--- config.mk ---
export PLATFORM = sky130hd
export DESIGN_NAME = icache_fill_ctrl
export DESIGN_NICKNAME = d
export VERILOG_FILES = /design/src/rtl/icache_pkg.sv /design/src/rtl/icache_fill_ctrl.sv
export SDC_FILE = /design/constraint.sdc
export NUM_CORES = 1
export LEC_CHECK = 0
export BUFFER_PORTS_ARGS = -buffer_cell sky130_fd_sc_hd__buf_4
export CAP_MARGIN = 10
export CELL_PAD_IN_SITES_DETAIL_PLACEMENT = 1
export CELL_PAD_IN_SITES_GLOBAL_PLACEMENT = 1
export CORE_ASPECT_RATIO = 1.4
export CORE_UTILIZATION = 28
export CTS_CLUSTER_DIAMETER = 100
export DETAILED_ROUTE_END_ITERATION = 12
export PLACE_DENSITY = 0.92
export REMOVE_ABC_BUFFERS = 1
export SLEW_MARGIN = 20
export SYNTH_ARGS = -nofsm -noshare
export SYNTH_HDL_FRONTEND = slang
export SYNTH_SLANG_ARGS = --single-unit
--- constraint.sdc ---
create_clock -name clk_i -period 3.9 [get_ports clk_i]
set_input_delay 0.585 -clock clk_i [delete_from_list [all_inputs] [get_ports clk_i]]
set_output_delay 0.585 -clock clk_i [all_outputs]
set_load 0.005 [all_outputs]
--- src/rtl/icache_pkg.sv ---
// Shared types, default geometry and address helpers for the I-cache line-fill controller.
package icache_pkg;

    localparam int unsigned LINE_WORDS_DEF = 4;
    localparam int unsigned ADDR_WIDTH_DEF = 32;
    localparam int unsigned DATA_WIDTH_DEF = 32;
    localparam int unsigned SET_BITS_DEF   = 6;

    localparam int unsigned WORD_OFF_W = $clog2(LINE_WORDS_DEF);
    localparam int unsigned SET_W      = SET_BITS_DEF;
    localparam int unsigned TAG_W      = ADDR_WIDTH_DEF - SET_BITS_DEF - WORD_OFF_W - 2;

    // Widest address the alignment helper handles; callers cast down to their own width.
    localparam int unsigned MAX_ADDR_W = 64;

    typedef enum logic [1:0] {
        StIdle,
        StReq,
        StFill,
        StCommit
    } fill_state_t;

    // Clears the lsb_bits lowest address bits.
    function automatic logic [MAX_ADDR_W-1:0] align_addr(input logic [MAX_ADDR_W-1:0] addr,
                                                         input int unsigned lsb_bits);
        logic [MAX_ADDR_W-1:0] mask;
        mask = {MAX_ADDR_W{1'b1}} << lsb_bits;
        return addr & mask;
    endfunction

endpackage

--- src/rtl/icache_fill_ctrl.sv ---
// I-cache line-fill controller: latch miss, burst request, write beats, one-cycle tag commit.
// Define ICACHE_FILL_CWF_EN for critical-word-first bursts (wrap within the line).
module icache_fill_ctrl
    import icache_pkg::*;
#(
    parameter int unsigned LINE_WORDS = LINE_WORDS_DEF,
    parameter int unsigned ADDR_WIDTH = ADDR_WIDTH_DEF,
    parameter int unsigned DATA_WIDTH = DATA_WIDTH_DEF,
    parameter int unsigned SET_BITS   = SET_BITS_DEF,
    localparam int unsigned OFF_W     = $clog2(LINE_WORDS),
    localparam int unsigned TAG_BITS  = ADDR_WIDTH - SET_BITS - OFF_W - 2
) (
    input  logic                  clk_i,
    input  logic                  reset_n_i,
    input  logic                  instr_miss_f_i,
    input  logic [ADDR_WIDTH-1:0] pc_f_i,
    output logic                  mem_req_o,
    output logic [ADDR_WIDTH-1:0] mem_addr_o,
    input  logic                  mem_ready_i,
    input  logic                  mem_rvalid_i,
    input  logic [DATA_WIDTH-1:0] mem_rdata_i,
    output logic                  fill_we_o,
    output logic [SET_BITS-1:0]   fill_set_o,
    output logic [OFF_W-1:0]      fill_word_o,
    output logic [DATA_WIDTH-1:0] fill_data_o,
    output logic [TAG_BITS-1:0]   fill_tag_o,
    output logic                  instr_cache_rep_active_o,
    output logic                  busy_o
);

`ifdef ICACHE_FILL_CWF_EN
    localparam int unsigned ReqLsb = 2;
`else
    localparam int unsigned ReqLsb = OFF_W + 2;
`endif

    fill_state_t           state_q, state_d;
    logic [OFF_W-1:0]      beat_cnt_q, beat_cnt_d;
    logic [ADDR_WIDTH-1:0] miss_addr_q, miss_addr_d;
    logic [OFF_W-1:0]      start_word;

`ifdef ICACHE_FILL_CWF_EN
    assign start_word = miss_addr_q[OFF_W+1:2];
`else
    assign start_word = '0;
`endif

    always_ff @(posedge clk_i or negedge reset_n_i) begin
        if (!reset_n_i) begin
            state_q     <= StIdle;
            beat_cnt_q  <= '0;
            miss_addr_q <= '0;
        end else begin
            state_q     <= state_d;
            beat_cnt_q  <= beat_cnt_d;
            miss_addr_q <= miss_addr_d;
        end
    end

    always_comb begin
        state_d                  = state_q;
        beat_cnt_d               = beat_cnt_q;
        miss_addr_d              = miss_addr_q;
        mem_req_o                = 1'b0;
        mem_addr_o               = '0;
        fill_we_o                = 1'b0;
        fill_word_o              = '0;
        fill_data_o              = '0;
        instr_cache_rep_active_o = 1'b0;

        unique case (state_q)
            StIdle: begin
                if (instr_miss_f_i) begin
                    miss_addr_d = pc_f_i;
                    state_d     = StReq;
                end
            end
            StReq: begin
                mem_req_o  = 1'b1;
                mem_addr_o = ADDR_WIDTH'(align_addr(MAX_ADDR_W'(miss_addr_q), ReqLsb));
                if (mem_ready_i) begin
                    state_d = StFill;
                end
            end
            StFill: begin
                if (mem_rvalid_i) begin
                    fill_we_o   = 1'b1;
                    // Power-of-two line: the add wraps within the line for free.
                    fill_word_o = start_word + beat_cnt_q;
                    fill_data_o = mem_rdata_i;
                    beat_cnt_d  = beat_cnt_q + 1'b1;
                    if (beat_cnt_q == OFF_W'(LINE_WORDS - 1)) begin
                        state_d = StCommit;
                    end
                end
            end
            StCommit: begin
                instr_cache_rep_active_o = 1'b1;
                state_d                  = StIdle;
            end
            default: state_d = StIdle;
        endcase
    end

    assign busy_o     = (state_q != StIdle);
    assign fill_set_o = busy_o ? miss_addr_q[OFF_W+2 +: SET_BITS] : '0;
    assign fill_tag_o = busy_o ? miss_addr_q[ADDR_WIDTH-1 -: TAG_BITS] : '0;

endmodule

==> summary.txt <==
Run status
  – Status: complete, no violations

Critical path
  – Setup CP Type: reg -> out
  – Crit Path Max Fanout: 35
  – CP Data Arrival Time: around 1.9 ns
  – CP required: 3.31 ns
  – CP Cell Sequence: inv_1, ha_1, and3_1, buf_4
  – Crit. End Element: output port
  – CP startpoint kind: flip-flop
  – Crit-path max cell delay: 0.72 ns
  – WP buf/inv: 2
  – CP delay by family, top: adder cells
  – Slowest-stage cell, CP: ha_1

Routing
  – Wire per inst: 14.50 um
  – Routed Antenna Nets: 0
  – Vias/cell: 4.553
  – Vias: 1,976
  – Routed wire length: 6294 um
  – DRC: 0
  – DRT iter0 DRCs: 22
  – DR pass1 iterations: 4

Floorplan
  – Core Area: 6656 um2
  – Std cell rows: 35
  – Initial core utilization: 29.47%
  – Total die area: 7350 um2
  – I/O pins: 167
  – Die height: about 100 um
  – Die X: approximately 73 um

Power
  – Maximum VDD drop: roughly 330 uV
  – Tot Pwr: 0.002252 W
  – PwrDens: around 690 nW/um2
  – Leak: 1.807 nW

Global route
  – Vias in the first global route: 2,006
  – Initial antenna violation count: 0
  – Pin count of the biggest net entering global routing: 37
  – Global route total overflow: 0
  – First-pass GRT wire length: slightly below 10,000 um
  – Gr usage total: between 10% and 20%

CTS
  – Num Clock Sinks: 32
  – Clk root buf: clkbuf_8
  – H-tree levels: 2
  – Clock latency on the worst-skew pair: ~0.28 ns
  – Post-CTS Setup Bufs: 0
  – TritonCTS clock tree: done
  – Clk buf depth: 2
  – PostCTS Resize Cnt: 0
  – Cts hold-fix bufs: 0
  – Clock transition at path regs: 0.07 ns
  – CTS Buf Count: 5

Synthesis
  – Synthesized area per cell: a little over 10 um2
  – Synth async-reset ratio: 100.0%
  – Dominant cells by area after synthesis: dfrtp_1, mux2_2, and3_1
  – Main synth FF type: dfrtp_1
  – Yosys warns: 0
  – Post-synth top area share: 40.82%
  – Register area share after synthesis: 40.82%
  – Commonest cells post-synth: and3_1, dfrtp_1, mux2_2, and2_1, nor2b_1
  – Post-Syn Area: 1962 um2
  – FF+latch count, synth: 32
  – Yosys cell types: 19
  – Area leader, netlist: dfrtp_1
  – Top-count cell post-synth: and3_1
  – Post-synth EDFFs: 0
  – Mapped Cells: 190

Layout
  – Final std cells w/o fill: between 400 and 500
  – Fraction of layout cells with a size suffix above 1: 57.31%
  – Layout Nets: 416
  – Post-layout util: 49.10%
  – N_diodes: 0
  – Layout area overhead: 66.58%

STA
  – Max frequency: just under 400 MHz
  – Hold Fails Final Rpt: 0
  – TNS Setup: 0 ns
  – Slew Limit Fails: 0
  – RSZ-0062 raised after global routing: no
  – Slew @ Worst Pin: between 0.8 and 0.9 ns
  – Fin crit share: 64.80%
  – Final setup fails: 0
  – Minimum clock period: 2.527 ns
  – Clock Skews: about 0.0055 ns
  – Max-slew headroom: 42.32%
  – Final WS setup: between 1 and 1.5 ns

Worst hold path
  – Worst hold path type: in -> async

Placed design
  – # port buffers: 158
  – Placed Cells: about 430
  – Post-Place Worst Slack: 1.619 ns
  – Post-DP HPWL: 4981 um
  – Final Wtd Congestion: 0.6870

Flow run
  – MaxCap Viol Count: 0
## cell usage in the layout, fill, tap and decap left out
cell	instances
buf_4	159
and3_1	34
dfrtp_1	32
mux2_2	30
nor2b_1	28
and2_1	28
ha_1	6
clkbuf_8	6
inv_1	4
conb_1	4
nand2b_1	3
clkbuf_1	2
nand2_1	1
nand2_2	1
o2111a_1	1
nor2_1	1
mux2i_1	1
xnor2_1	1
## per-layer routing
layer	track usage, %	vias to the layer above	part of all wire [%]	wire length [um]
li1	-	915	-	-
met1	16.49	931	34	2117
met2	32.71	124	52	3300
met3	6.800	6	13	795
met4	5.279	0	1.3	80
met5	0	-	0	0
## logic make-up after synthesis
| group | after synthesis | share of synthesized area, % |
|---|---|---|
| other | 1 | 0.1911 |
| multiplexers | 31 | 17.73 |
| XOR/XNOR | 1 | 0.4465 |
| AO/OA/AOI/OAI | 1 | 0.5739 |
| adder cells (fa/ha/maj) | 6 | 3.826 |
| flip-flops | 32 | 40.82 |
| AND/OR/NAND/NOR | 96 | 30.36 |
| buffers and inverters | 22 | 6.058 |
## worst reg2reg max path, delay by kind of cell (launching register included)
family	cells	cell delay, ns
flops	1	0.40
mux	1	0.45
buf+inv	2	0.45
fa+ha+maj	1	0.16
simple gates	1	0.48
## registers in the layout (all words and copies together), names as in the netlist
| register | count |
|---|---|
| beat_cnt_q | 2 |
| miss_addr_q | 28 |
| state_q | 2 |
## worst paths after layout
check / startpoint / to / slack (ns) / cells after the start
worst max-delay path: state_q[0]$_DFFE_PN0P_ / fill_data_o[5] / 1.37 / 4
worst min-delay path: reset_n_i / miss_addr_q[17]$_DFFE_PN0P_ / 0.24 / 1
min in group clk_i: miss_addr_q[27]$_DFFE_PN0P_ / miss_addr_q[27]$_DFFE_PN0P_ / 0.52 / 1
worst max register to register: state_q[0]$_DFFE_PN0P_ / miss_addr_q[18]$_DFFE_PN0P_ / 1.85 / 5
worst min register to register: miss_addr_q[27]$_DFFE_PN0P_ / miss_addr_q[27]$_DFFE_PN0P_ / 0.52 / 1
max in group asynchronous: reset_n_i / miss_addr_q[10]$_DFFE_PN0P_ / 3.35 / 1
## report_power, final
part           switching (W)  internal [W]
Sequential          0.000113      0.000506
Combinational       0.000550      0.000820
Clock               0.000119      0.000144
Total               0.000781       0.00147
## through the flow
step / instance area (um2) / hold slack (ns)
after floorplan: 1869 / 0.2894
after global placement: 3178 / 0.4899
after detailed placement: 3178 / 0.5078
after CTS: 3268 / 0.2558
after global routing: 3268 / 0.2713
final: 3268 / 0.2384
## final cells by class
type,count,area [um2]
clock buffers,8,90.09
fillers,782,3388
inverters,4,15.01
multi-input cells,139,1054
flip-flops and latches,32,800.8
well taps,92,115.1
repair buffers,159,1194
Power figures use the tool's default switching activity.
